### config.mk
export PLATFORM = sky130hd
export DESIGN_NAME = mux_tree_pipe
export DESIGN_NICKNAME = d
export VERILOG_FILES = /design/src/rtl/mux_tree_pipe.sv
export SDC_FILE = /design/constraint.sdc
export NUM_CORES = 1
export LEC_CHECK = 0
export CORE_MARGIN = 1
export CORE_UTILIZATION = 50
export CTS_BUF_LIST = sky130_fd_sc_hd__clkbuf_4 sky130_fd_sc_hd__clkbuf_8 sky130_fd_sc_hd__clkbuf_16
export DETAILED_ROUTE_END_ITERATION = 7
export PLACE_DENSITY_LB_ADDON = 0.3
export SETUP_SLACK_MARGIN = 0.3
export SLEW_MARGIN = 10
export SYNTH_ARGS = -nofsm -noshare
export SYNTH_HDL_FRONTEND = slang
export SYNTH_SLANG_ARGS = --single-unit
export TNS_END_PERCENT = 50
### constraint.sdc
create_clock -name clk -period 3.2 [get_ports clk]
set_clock_uncertainty 0.05 [all_clocks]
set_input_delay 0.32 -clock clk [delete_from_list [all_inputs] [get_ports clk]]
set_output_delay 0.32 -clock clk [all_outputs]
set_load 0.005 [all_outputs]
### src/rtl/mux_tree_pipe.sv
// mux_tree_pipe: N-to-1 selector of W-bit channels built as a binary tree of
// 2:1 stages, with optional per-level registers and valid/ready flow control.
module mux_tree_pipe #(
    parameter int N    = 5,
    parameter int W    = 1,
    parameter int SW   = $clog2(N),
    parameter int PIPE = 1
) (
    input  logic           clk,
    input  logic           rst_n,
    input  logic           in_valid,
    output logic           in_ready,
    input  logic [N*W-1:0] in_data,
    input  logic [SW-1:0]  sel,
    output logic           out_valid,
    input  logic           out_ready,
    output logic [W-1:0]   out_data,
    output logic           out_sel_err
);
    localparam int L = SW;

    function automatic int elems_at(int k);
        return (N + (1 << k) - 1) >> k;
    endfunction

    logic           adv;
    logic           sel_err;
    logic [N*W-1:0] entry_data;

    // Out-of-range beats enter with all-zero data so every tree shape yields 0.
    assign sel_err    = 32'(sel) >= N;
    assign entry_data = sel_err ? '0 : in_data;
    assign adv        = !out_valid || out_ready;
    assign in_ready   = adv;

    for (genvar k = 0; k < L; k++) begin : g_lvl
        localparam int NI = elems_at(k);
        localparam int NO = elems_at(k + 1);
        localparam int SR = SW - k;

        logic [NI*W-1:0] lv_data;
        logic [SR-1:0]   lv_sel;
        logic            lv_valid;
        logic            lv_err;
        logic [NO*W-1:0] data_d;
        logic [NO*W-1:0] o_data;
        logic            o_valid;
        logic            o_err;

        if (k == 0) begin : g_src
            assign lv_data  = entry_data;
            assign lv_sel   = sel;
            assign lv_valid = in_valid;
            assign lv_err   = sel_err;
        end else begin : g_src
            assign lv_data  = g_lvl[k-1].o_data;
            assign lv_sel   = g_lvl[k-1].g_sel.o_sel;
            assign lv_valid = g_lvl[k-1].o_valid;
            assign lv_err   = g_lvl[k-1].o_err;
        end

        // An unpaired top element skips this level's select bit.
        for (genvar j = 0; j < NO; j++) begin : g_mux
            if (2 * j + 1 < NI) begin : g_pair
                assign data_d[j*W +: W] = lv_sel[0]
                    ? lv_data[(2*j+1)*W +: W]
                    : lv_data[(2*j)*W +: W];
            end else begin : g_pass
                assign data_d[j*W +: W] = lv_data[(2*j)*W +: W];
            end
        end

        if (k < L - 1) begin : g_sel
            logic [SR-2:0] o_sel;
            if (PIPE != 0) begin : g_reg
                logic [SR-2:0] sel_q;
                always_ff @(posedge clk or negedge rst_n) begin
                    if (!rst_n) begin
                        sel_q <= '0;
                    end else if (adv) begin
                        sel_q <= lv_sel[SR-1:1];
                    end
                end
                assign o_sel = sel_q;
            end else begin : g_wire
                assign o_sel = lv_sel[SR-1:1];
            end
        end

        if (PIPE != 0 || k == L - 1) begin : g_stage
            logic [NO*W-1:0] data_q;
            logic            valid_q;
            logic            err_q;
            always_ff @(posedge clk or negedge rst_n) begin
                if (!rst_n) begin
                    data_q  <= '0;
                    valid_q <= 1'b0;
                    err_q   <= 1'b0;
                end else if (adv) begin
                    data_q  <= data_d;
                    valid_q <= lv_valid;
                    err_q   <= lv_err;
                end
            end
            assign o_data  = data_q;
            assign o_valid = valid_q;
            assign o_err   = err_q;
        end else begin : g_comb
            assign o_data  = data_d;
            assign o_valid = lv_valid;
            assign o_err   = lv_err;
        end
    end

    assign out_valid   = g_lvl[L-1].o_valid;
    assign out_data    = g_lvl[L-1].o_data;
    assign out_sel_err = g_lvl[L-1].o_err;

endmodule

; Word-level counts from Yosys, hierarchy flattened
; Cells that the tools add are included.
[op_classes]
order_cmp = 1
n_mux = 5
reduce_logical = 2
[ops]
columns = operator, n
row1 = $mux 5, 1
row2 = $mux 1, 4
row3 = $ge 3x3->1 const B, 1
row4 = $logic_not 1->1, 1
row5 = $logic_or 1x1->1, 1
[totals]
regBits = 15
out_inout_bits = 4

; Depth between registers and ports, before layout
[depth]
word_depth = 3
ltp_mapped = 4
depth_no_buf = 3

; Worst setup path after synthesis
; No wires, ideal clock.
[synth_path]
kind = reg-to-reg
from = reg g_lvl[2].g_stage.valid_q (netlist: out_valid)
to = reg g_lvl[0].g_sel.g_reg.sel_q[0]
setup_time_ns = 0.125
arrival_ns = 1.036
required_time_ns = 3.025
path_slack_ns = 1.989
path_stages_with_launch = 5
n_path_buf = 1
synth_period_minus_slack_ns = 1.211
cell_sequence = dfrtp_1 > nor2b_4 > buf_6 > inv_8 > mux2_4
[synth_via]
elab_chain_len = 2
[synth_lines]
columns = element, line
row1 = start: declaration, 92  ; logic valid_q;
row2 = start signal: assignment, 101  ; valid_q <= lv_valid;
row3 = $logic_not 1->1, 33  ; assign adv = !out_valid || out_ready;
row4 = $logic_or 1x1->1, 33
row5 = via in_ready, 12  ; output logic in_ready,
row6 = end signal: assignment, 81  ; sel_q <= lv_sel[SR-1:1];
row7 = end: declaration, 76  ; logic [SR-2:0] sel_q;
; The timed path passes the listed nets, and every way through them passes these cells.
; A chain may end at the register's enable or synchronous reset.

; Final worst setup path
[layout_path]
from = in out_ready
to = out in_ready
[layout_via]
elab_chain_len = 1
[layout_lines]
columns = element, line
row1 = start: declaration, 16  ; input logic out_ready,
row2 = $logic_or 1x1->1, 33
row3 = end: declaration, 12
; Every way passes these cells.

==> run metrics <==
layout cells sized above 1 31.7%; Fill cells 83; Initial Utilization 56.9%; CTS clk-pin slew, worst paths 0.09 ns; Nets 73; Vias/cell 5.19; Setup Fix Bufs, Post-CTS 0; Resized cells post-CTS 0; Root Driver clkbuf_4; RSZ-0062 raised after global routing false; initial antenna violation count 0; via count 384; internal power 415 uW; synth warn 0; area of the multi-input gates 265 um^2; CTS tree yes; RD Place Congestion 0.683; Slowest cell on crit path clkdlybuf4s50_1; max cap viols 0; Post-Syn Instances 42; IO Count 16; Comb pwr share 30.3%; die area 1480 um^2; largest net degree at the start of global routing 16; Leakage 0.392 nW; area delta synth->final 28.0%; synth top area cells dfrtp_1 (56%), mux2_4 (16%), mux2_2 (10%), nand3b_1 (3.4%), o31ai_1 (3.4%); FMAX 0.490 GHz; Slew HR 56.3%; CP cell instances clkdlybuf4s50_1, nor2b_4, inv_8, clkdlybuf4s50_1; part of the Yosys area used for sequential elements 56.3%; proportion of power drawn by the clock network 20.9%; worst skew pair latency 0.28 ns; Critical Path End Type primary output; crit path max fanout 9; Switching Fraction 25.5%; Slew @ Worst Pin 0.654 ns; mapped cell area 667 um^2; dpl cell area 823 um^2; Longest Clk Path Bufs 2; share of the synthesized area in the top cell type 56.3%; Tot Pwr 556 uW; htree depth 1; CP Class in -> out; fin. max-slew vios 0; vias in the first global route 400; switching power total 142 uW; First-pass DRT Iterations 3; Synth Area per Inst 15.9 um^2; run status finished, final reports clean; crit-path most repeated cell clkdlybuf4s50_1; first-pass GRT wire length 1830 um; FF/Latch Area 375 um^2; Routed WL 1140 um; finished layout cell area 853 um^2; Arr. time, crit path 1.67 ns; Min Hold Slack 0.384 ns; final setup TNS 0 ns; CP max stage delay 0.49 ns; ANT nets after route 0; Seq cells post-synth 15; CTS buffer count 3; clk sinks 15; Pwr Density 652 nW/um^2; DR DRC count 0; overall routing resource usage 19.1%; Hold Crit Class in -> async; WP data required 2.83 ns; # hold bufs at CTS 0; IO buf count 15; final worst-path cycle share 63.7%; Seq pwr share 48.8%; grt total ovfl 0; CP Launch Type input port; DIE WIDTH 38.5 um; final worst path period need 2.04 ns; Die H 38.5 um; core area 1170 um^2; number of antenna diodes 0; final hold violation count 0; first-iteration detailed-routing DRC count 1; worst vdd ir 400 uV; DR WL/cell 15.5 um; Syn Nets 54; Yosys cell types 12; commonest cells after routing, fill and taps aside dfrtp_1 (15), clkdlybuf4s50_1 (15), mux2_4 (7); Placement Rows 12; Yosys top cell by area dfrtp_1; Finish-stage setup viols 0
-- stage by stage --
stage          std cells  util, %  setup slack (ns)
4_1_cts               74     72.9              1.16
3_5_place_dp          70     70.3              1.17
3_3_place_gp          70     70.3              1.19
2_1_floorplan         42        -              1.99
5_1_grt               74     72.9              1.12
6_report              74     72.9              1.16
-- worst paths after layout --
path | from | to | slack (ns) | depth (start not counted)
worst max-delay path | out_ready | in_ready | 1.16 | 4
worst max register to register | out_valid | g_lvl[0].g_stage.err_q | 1.87 | 3
worst min register to register | g_lvl[1].g_stage.valid_q | out_valid | 0.41 | 1
min in group clk | g_lvl[1].g_stage.valid_q | out_valid | 0.41 | 1
max in group asynchronous | rst_n | g_lvl[1].g_stage.data_q[0] | 2.29 | 1
worst min-delay path | rst_n | g_lvl[0].g_stage.data_q[1] | 0.38 | 1
-- metal layers --
layer | vias to the layer above | global-route usage [%] | part of all wire [%]
met5 | - | 0 | 0
met4 | 0 | 7.76 | 0.70
met3 | 2 | 5.23 | 4.0
met2 | 10 | 29.6 | 48
met1 | 186 | 25.0 | 47
li1 | 186 | - | -
-- synthesized netlist by cell type --
master / count
buf_6: 1
mux2i_1: 2
inv_8: 1
o31ai_1: 3
inv_1: 1
dfrtp_1: 15
mux2_4: 7
mux2_2: 6
nand2b_1: 1
o21a_1: 1
nor2b_4: 1
nand3b_1: 3
-- sequential cells by signal, summed over array words and instances (netlist names) --
signal / flops
g_lvl.g_sel.g_reg.sel_q: 3
g_lvl.g_stage.data_q: 5
g_lvl.g_stage.err_q: 2
g_lvl.g_stage.valid_q: 2
out_data: 1
out_sel_err: 1
out_valid: 1
-- power groups by stage --
stage	logic (mW)	registers (mW)	clock network, mW
after floorplan	0.110	0.269	0
after global placement	0.167	0.275	0
after detailed placement	0.169	0.277	0
after CTS	0.170	0.273	0.122
after global routing	0.180	0.277	0.131
final	0.168	0.272	0.116
-- cell families after synthesis --
family	after synthesis	share of synthesized area [%]
muxes	15	28.9
DFF	15	56.3
and+or+nand+nor	5	6.38
AOI/OAI and AO/OA	4	4.50
buffers and inverters	3	3.94
-- critical path: cells and delay by family --
kind	cells	cell delay, ns
buf+inv	3	1.03
simple gates	1	0.31
-- area by class of cell --
cell class | count | area share [%]
multi-input combinational | 24 | 31.1
inverter | 2 | 1.76
tap | 14 | 2.05
clock buffer | 4 | 3.52
sequential | 15 | 44.0
timing repair buffer | 15 | 17.6
Power figures use the tool's default switching activity.
